[config.mk]
export PLATFORM = sky130hd
export DESIGN_NAME = matmul_ctrl
export DESIGN_NICKNAME = d
export VERILOG_FILES = /design/src/rtl/matmul_ctrl.sv
export SDC_FILE = /design/constraint.sdc
export NUM_CORES = 1
export LEC_CHECK = 0
export CAP_MARGIN = 20
export CORE_MARGIN = 10
export CORE_UTILIZATION = 37
export CTS_BUF_LIST = sky130_fd_sc_hd__clkbuf_16
export DETAILED_ROUTE_END_ITERATION = 6
export GPL_TIMING_DRIVEN = 0
export SLEW_MARGIN = 20
export SYNTH_ARGS = -nofsm -noshare
export SYNTH_HDL_FRONTEND = slang
export SYNTH_SLANG_ARGS = --single-unit
[constraint.sdc]
create_clock -name clk -period 9.01 [get_ports clk]
set_clock_uncertainty 0.1 [all_clocks]
set_input_delay 0.901 -clock clk [delete_from_list [all_inputs] [get_ports clk]]
set_output_delay 0.901 -clock clk [all_outputs]
set_load 0.005 [all_outputs]
[src/rtl/matmul_ctrl.sv]
// matmul_ctrl: i/j/k loop sequencer for the single-core matrix multiplier.
// Optional abort input enabled by defining MATMUL_CTRL_ABORT_EN.
module matmul_ctrl #(
  parameter int ADDR_WIDTH = 8,
  parameter int MAX_DIM    = 8
) (
  input  logic                  clk,
  input  logic                  rst,
  input  logic                  start,
  input  logic [3:0]            dim,
`ifdef MATMUL_CTRL_ABORT_EN
  input  logic                  abort,
`endif
  output logic [ADDR_WIDTH-1:0] mem_addr,
  output logic                  mem_we,
  output logic                  ar_we,
  output logic                  br_we,
  output logic                  acc_clr,
  output logic                  acc_we,
  output logic                  busy,
  output logic                  done,
  output logic                  err
);

  typedef enum logic [2:0] {
    S_IDLE,
    S_CLR,
    S_FA,
    S_FB,
    S_LB,
    S_MAC,
    S_ST,
    S_DONE
  } state_t;

  state_t state_q, state_d;

  logic [3:0] i_q, j_q, k_q, n_q;
  logic [3:0] i_d, j_d, k_d, n_d;
  logic [3:0] last;
  logic       dim_ok;
  logic       kill;

  logic [ADDR_WIDTH-1:0] addr_nx;
  logic mem_we_nx, ar_we_nx, br_we_nx;
  logic acc_clr_nx, acc_we_nx;
  logic busy_nx, done_nx, err_nx;

  logic [ADDR_WIDTH-1:0] na, ia, ja, ka, nn;

  assign last   = n_q - 4'd1;
  assign dim_ok = (dim != 4'd0) && (int'(dim) <= MAX_DIM);

`ifdef MATMUL_CTRL_ABORT_EN
  assign kill = abort && (state_q != S_IDLE) && (state_q != S_DONE);
`else
  assign kill = 1'b0;
`endif

  // State and loop counters
  always_ff @(posedge clk or posedge rst) begin
    if (rst) begin
      state_q <= S_IDLE;
      i_q     <= '0;
      j_q     <= '0;
      k_q     <= '0;
      n_q     <= '0;
    end else begin
      state_q <= state_d;
      i_q     <= i_d;
      j_q     <= j_d;
      k_q     <= k_d;
      n_q     <= n_d;
    end
  end

  // Next state and loop-index updates
  always_comb begin
    state_d = state_q;
    i_d     = i_q;
    j_d     = j_q;
    k_d     = k_q;
    n_d     = n_q;
    err_nx  = 1'b0;
    unique case (state_q)
      S_IDLE: begin
        if (start) begin
          i_d = '0;
          j_d = '0;
          k_d = '0;
          if (dim_ok) begin
            n_d     = dim;
            state_d = S_CLR;
          end else begin
            err_nx  = 1'b1;
            state_d = S_DONE;
          end
        end
      end
      S_CLR: state_d = S_FA;
      S_FA:  state_d = S_FB;
      S_FB:  state_d = S_LB;
      S_LB:  state_d = S_MAC;
      S_MAC: begin
        if (k_q != last) begin
          k_d     = k_q + 4'd1;
          state_d = S_FA;
        end else begin
          k_d     = '0;
          state_d = S_ST;
        end
      end
      S_ST: begin
        k_d = '0;
        if (j_q != last) begin
          j_d     = j_q + 4'd1;
          state_d = S_CLR;
        end else if (i_q != last) begin
          j_d     = '0;
          i_d     = i_q + 4'd1;
          state_d = S_CLR;
        end else begin
          i_d     = '0;
          j_d     = '0;
          state_d = S_DONE;
        end
      end
      S_DONE:  state_d = S_IDLE;
      default: state_d = S_IDLE;
    endcase
    if (kill) begin
      state_d = S_IDLE;
      i_d     = '0;
      j_d     = '0;
      k_d     = '0;
    end
  end

  // Operand addresses from the indices of the upcoming state
  always_comb begin
    na = ADDR_WIDTH'(n_d);
    ia = ADDR_WIDTH'(i_d);
    ja = ADDR_WIDTH'(j_d);
    ka = ADDR_WIDTH'(k_d);
    nn = na * na;
  end

  // Output decode of the upcoming state, registered below
  always_comb begin
    addr_nx    = '0;
    mem_we_nx  = 1'b0;
    ar_we_nx   = 1'b0;
    br_we_nx   = 1'b0;
    acc_clr_nx = 1'b0;
    acc_we_nx  = 1'b0;
    done_nx    = 1'b0;
    busy_nx    = (state_d != S_IDLE);
    unique case (state_d)
      S_IDLE: ;
      S_CLR:  acc_clr_nx = 1'b1;
      S_FA:   addr_nx = ia * na + ka;
      S_FB: begin
        addr_nx  = nn + ka * na + ja;
        ar_we_nx = 1'b1;
      end
      S_LB:   br_we_nx  = 1'b1;
      S_MAC:  acc_we_nx = 1'b1;
      S_ST: begin
        addr_nx   = (nn << 1) + ia * na + ja;
        mem_we_nx = 1'b1;
      end
      S_DONE:  done_nx = 1'b1;
      default: ;
    endcase
  end

  // Glitch-free registered outputs, cleared at once by reset
  always_ff @(posedge clk or posedge rst) begin
    if (rst) begin
      mem_addr <= '0;
      mem_we   <= 1'b0;
      ar_we    <= 1'b0;
      br_we    <= 1'b0;
      acc_clr  <= 1'b0;
      acc_we   <= 1'b0;
      busy     <= 1'b0;
      done     <= 1'b0;
      err      <= 1'b0;
    end else begin
      mem_addr <= addr_nx;
      mem_we   <= mem_we_nx;
      ar_we    <= ar_we_nx;
      br_we    <= br_we_nx;
      acc_clr  <= acc_clr_nx;
      acc_we   <= acc_we_nx;
      busy     <= busy_nx;
      done     <= done_nx;
      err      <= err_nx;
    end
  end

endmodule

### Yosys cells after proc, flatten, opt, wreduce, memory -nomap -nowiden

Index checks and enable logic that the tools add are counted.
W data, S select, Z words.

* bits in read-only memories: 0
* bits of input ports: 7
* bits in latches: 0
* logic and storage cells: 77
* flip-flop bits (word level): 35
* memory bits (writable): 0
* memories kept: 0
* output and inout port bits: 16

* order comparisons: 1
* shifts and indexed selects: 0
* divide/modulo/power cells: 0
* equality and inequality tests: 17
* bitwise operators: 0
* $mul: 3
* reductions and logical operators: 4
* $add $sub $neg: 9
* muxes and demuxes: 29

Operators with widths (count)
* $mux W4: 10
* $add A8 B4 Y8: 3
* $eq A3 B3 Y1 const B: 8
* $mul A4 B4 Y8: 3
* $pmux W3 S8: 1
* $pmux W8 S3: 1
* $add A8 B8 Y8: 2
* $pmux W4 S2: 2
* $mux W3: 5
* $add A4 B1 Y4 const B: 3
* $eq A3 B2 Y1 const B: 4
* $ne A4 B4 Y1: 3
* $pmux W4 S3: 1
* $mux W1: 9
* $eq A3 B1 Y1 const B: 2
* $le A4 B4 Y1 const B: 1
* $reduce_bool A4 Y1: 1
* $sub A4 B1 Y4 const B: 1
* $logic_not A3 Y1: 1
* $reduce_bool A3 Y1: 1
* $logic_and A1 B1 Y1: 1

### Logic depth before layout (Yosys ltp)

* depth in word-level cells: 9
* gate-level depth with buffers: 25
* depth with buffers taken out: 24

### Worst setup path before layout

No wires, ideal clock.

* kind: input-to-reg
* from: in dim[0]
* to: reg mem_addr[7]
* arrival: 6.363 ns
* path buffers: 1
* setup time: 0.126 ns
* required time: 8.784 ns
* path slack: 2.420 ns
* cell stages on the path: 21
* cells stage by stage: or4_4 > a31o_1 > and2_4 > buf_6 > or2_2 > fa_1 > inv_1 > fa_1 > ha_1 > a211oi_1 > nor2_1 > xnor2_1 > inv_1 > ha_1 > ha_1 > o21ai_0 > or4b_1 > o2111ai_1 > xor2_1 > xnor3_1 > a221o_1

* cells in the longest elaborated chain, start to end: 9

RTL lines
* from (decl): RTL line 10 `input logic [3:0] dim,`
* $le A4 B4 Y1 / $reduce_bool A4 Y1 (equally long branches): RTL line 52 `assign dim_ok = (dim != 4'd0) && (int'(dim) <= MAX_DIM);`
* $logic_and A1 B1 Y1: RTL line 52
* $mux W4: RTL line 91 `if (dim_ok) begin`
* $mux W4: RTL line 87 `if (start) begin`
* $mux W4: RTL line 85 `unique case (state_q)`
* $mul A4 B4 Y8, on equally long branches
* $add A8 B8 Y8, on equally long branches: RTL line 169, 163
* $add A8 B4 Y8, on equally long branches: RTL line 169, 163
* $pmux W8 S3 (*): RTL line 158 `unique case (state_d)`
* via addr_nx[7]: RTL line 44 `logic [ADDR_WIDTH-1:0] addr_nx;`
* to (signal assigned): RTL line 190 `mem_addr <= addr_nx;`
* to (decl): RTL line 14 `output logic [ADDR_WIDTH-1:0] mem_addr,`

The timed path passes the listed nets; every way through them passes the cells marked *.

### Final worst setup path

* from: in dim[0]
* to: reg mem_addr[7]

* cells in the longest elaborated chain, start to end: 9

RTL lines
* $le A4 B4 Y1 / $reduce_bool A4 Y1 (equally long branches): RTL line 52
* $logic_and A1 B1 Y1 (*): RTL line 52
* $mux W4 (*): RTL line 91
* $mux W4 (*): RTL line 87
* $mux W4 (*): RTL line 85
* via n_d[1]: RTL line 39 `logic [3:0] i_d, j_d, k_d, n_d;`
* $mul A4 B4 Y8, on equally long branches
* $add A8 B8 Y8, on equally long branches: RTL line 169, 163
* $add A8 B4 Y8, on equally long branches: RTL line 169, 163
* $pmux W8 S3 (*): RTL line 158
* via addr_nx[7]: RTL line 44

Marked as above.

==> results by group <==
Drt
  – Post-DR vias/cell: 5.23
  – DR iter-0 viols: 164
  – WL final: 8800 um
  – Detail Route Antenna Nets: 0
  – Drt drc: 0
  – Vias: 3035
  – WL per Instance: 15.2 um
  – DRT Pass-1 Iters: 4

Setup path
  – FF-to-FF Start: n_q[0]$_DFF_PP0_
  – CP Data Arrival Time: 7690 ps
  – Worst setup path startpoint: dim[0]
  – Required time worst endpoint: 9060 ps
  – Critical setup path kind: in2reg
  – Critical Path Sink Type: flop
  – Type of origin of the critical path: input pin
  – Crit-path max FO: 10

Logic synthesis
  – Synthesis-stage register bit count: 35
  – Synth top area share: 22.8%
  – Ys async rst share: 100%
  – Syn_nets: 490
  – Register area share after synthesis: 22.8%
  – Dominant cells by area after synthesis: dfrtp_1 (23%), ha_1 (15%), fa_1 (11%)
  – Synth Flop Type: dfrtp_1
  – Post-synth top area cell: dfrtp_1
  – EDFF count, synth: 0
  – Unique masters post-synth: 67
  – Cells after Synth: 414
  – Synth warn: 0
  – Syn_area_per_cell: 9.28 um2
  – Synth Cell Area: 3840 um2

STA
  – Final hold vios: 0
  – # setup viols final: 0
  – RSZ-0062 raised after global routing: no
  – Final Max Slew Viols: 0
  – Hold WS: 551 ps
  – Final period util: 84.7%
  – Worst Max-Slew Pin Slew: 1070 ps
  – Final min period: 7630 ps
  – Maximum clock rate: 0.131 GHz
  – Setup WS post-layout: 1380 ps
  – Max_slew headroom: 28.5%
  – Setup_tns: 0 ps

Clock tree
  – CTS clk-pin slew, worst paths: 50 ps
  – Worst skew pair latency: 280 ps
  – Clock sinks: 35
  – CTS tree: done
  – Clock Tree Buf Depth: 2
  – Root Driver: clkbuf_16
  – CTS resizes: 0
  – H-Tree Depth: 2
  – Cts hold-fix bufs: 0
  – CTS buffer count: 5
  – Buffer count from post-CTS setup fixing: 0

Power
  – Static Leak: 2.24 nW
  – Peak supply drop: 0.120 mV
  – Pint: 618 uW
  – Combinational power share: 62.7%
  – Sequential group share of total power: 20.4%
  – Clock power frac: 16.9%
  – Sw Ratio: 45.8%
  – Pwr dens: 260 nW/um2
  – Sw Pwr: 523 uW

Floorplanning
  – Core Area: 10200 um2
  – Die width: 122 um
  – Die H: 122 um
  – Row count: 37
  – Initial Util: 37.6%
  – IO Pins: 23
  – Die area: 14900 um2

Place
  – Hpwl dp: 7260 um
  – Port Buffer Count: 22
  – Pre-CTS setup slack: 1110 ps
  – RD Place Congestion: 0.881

Layout
  – Fill cells: 977
  – Area grow syn2layout: 14.4%
  – Ant. Diodes: 0
  – Layout Nets: 519
  – Fraction of layout instances using a drive strength above 1: 6.08%

Global route
  – Initial antenna violation count: 0
  – Global route total overflow: 0
  – Via count of the first global-routing pass: 3032
  – Largest net degree at the start of global routing: 36
  – Global-route wire length before repair: 15300 um
  – Total GRT Usage: 12.5%

Worst hold path
  – Hold Path Class: reg2reg
  – Hold wc startpoint: j_q[2]$_DFF_PP0_

Outcome
  – Status: complete, no violations

Run
  – Max_cap viols: 0
==> cell usage after synthesis (5+ instances only) <==
library cell	n
ha_1	47
inv_1	47
nor2_1	39
dfrtp_1	35
nand2_1	33
fa_1	22
a21oi_1	20
xnor2_1	17
xor2_1	16
o21ai_0	15
a21o_1	8
and2_1	7
a22oi_1	6
nand3_1	5
nor3_1	5
o21a_1	5
==> registers in the layout (all words and copies together), names as in the netlist <==
register  cells
mem_we        1
br_we         1
mem_addr      8
state_q       3
acc_clr       1
ar_we         1
err           1
k_q           4
i_q           4
n_q           4
done          1
acc_we        1
j_q           4
busy          1
==> cells in the final DEF, fill, tap and decap left out, types with 4 or more instances in the layout <==
cell type and n:
nand2_1 33, inv_1 46, a21oi_1 20, ha_1 47
nor2_1 39, xnor2_1 17, a21o_1 8, nand2b_1 4
xor2_1 16, clkbuf_16 5, clkdlybuf4s50_1 22, nor3_1 5
clkbuf_1 4, dfrtp_1 35, o21ai_0 15, o21a_1 5
a22oi_1 6, fa_1 22, and2_1 7, nand3_1 5
==> cells by family after synthesis <==
family / Yosys count / share of synthesized area [%]
AO/OA/AOI/OAI: 91 / 16.1
buffers and inverters: 58 / 6.15
flip-flops: 35 / 22.8
XOR/XNOR: 39 / 10.9
AND/OR/NAND/NOR: 120 / 16.5
adder cells (fa/ha/maj): 69 / 26.8
multiplexers: 2 / 0.716
==> stage by stage <==
stage	power (mW)	area (um2)	instances	util, %
final	1.14	4400	580	43.0
after CTS	1.15	4400	580	43.0
after global placement	0.941	4230	572	41.4
after detailed placement	0.954	4230	572	41.4
after floorplan	0.763	3840	414	-
after global routing	1.26	4400	580	43.0
==> final timing paths <==
check | to | slack (ps) | cells after the start
max in group asynchronous | i_q[0]$_DFF_PP0_ | 7370 | 2
min reg2reg | j_q[2]$_DFF_PP0_ | 550 | 1
max reg2reg | mem_addr[7]$_DFF_PP0_ | 1520 | 25
min in group asynchronous | mem_addr[0]$_DFF_PP0_ | 970 | 2
min | j_q[2]$_DFF_PP0_ | 550 | 1
max | mem_addr[7]$_DFF_PP0_ | 1380 | 23
==> critical path, stage by stage <==
cell and delay, ps:
clkdlybuf4s50_1 480, or4_4 580, nand3_2 130, mux2i_2 630, inv_2 200, nand2_1 120, o22a_1 140, fa_1 400
inv_1 90, fa_1 440, ha_1 310, a211oi_1 400, nor2_1 110, xnor2_1 360, inv_1 130, ha_1 300
ha_1 310, o21ai_0 140, or4b_1 510, o2111ai_1 140, xor2_1 210, xnor3_1 280, a221o_1 370
==> final cells by class <==
| class | count | area, um2 | share of cell area, % |
|---|---|---|---|
| Multi-Input combinational cell | 321 | 2730 | 62.1 |
| Sequential cell | 35 | 876 | 19.9 |
| Buffer | 8 | 46.3 | 1.05 |
| Tap cell | 136 | 170 | 3.87 |
| Clock buffer | 5 | 125 | 2.85 |
| Inverter | 50 | 190 | 4.33 |
| Clock inverter | 3 | 38.8 | 0.882 |
| Timing Repair Buffer | 22 | 220 | 5.01 |
==> power by group through the flow <==
| stage | registers, mW | logic, mW | clock network (mW) |
|---|---|---|---|
| after CTS | 0.233 | 0.721 | 0.196 |
| after global placement | 0.235 | 0.706 | 0 |
| final | 0.233 | 0.716 | 0.193 |
| after global routing | 0.239 | 0.817 | 0.203 |
| after detailed placement | 0.236 | 0.718 | 0 |
| after floorplan | 0.230 | 0.532 | 0 |
==> metal layers <==
metal | vias to the layer above | wire length, um | global-route usage, % | part of all wire [%]
met3 | 13 | 406 | 1.43 | 4.6
met2 | 62 | 4410 | 21.2 | 50
met5 | - | 0 | 0 | 0
met1 | 1475 | 3820 | 16.4 | 43
li1 | 1485 | - | - | -
met4 | 0 | 162 | 3.73 | 1.8
(Power assumes the default switching activity.)
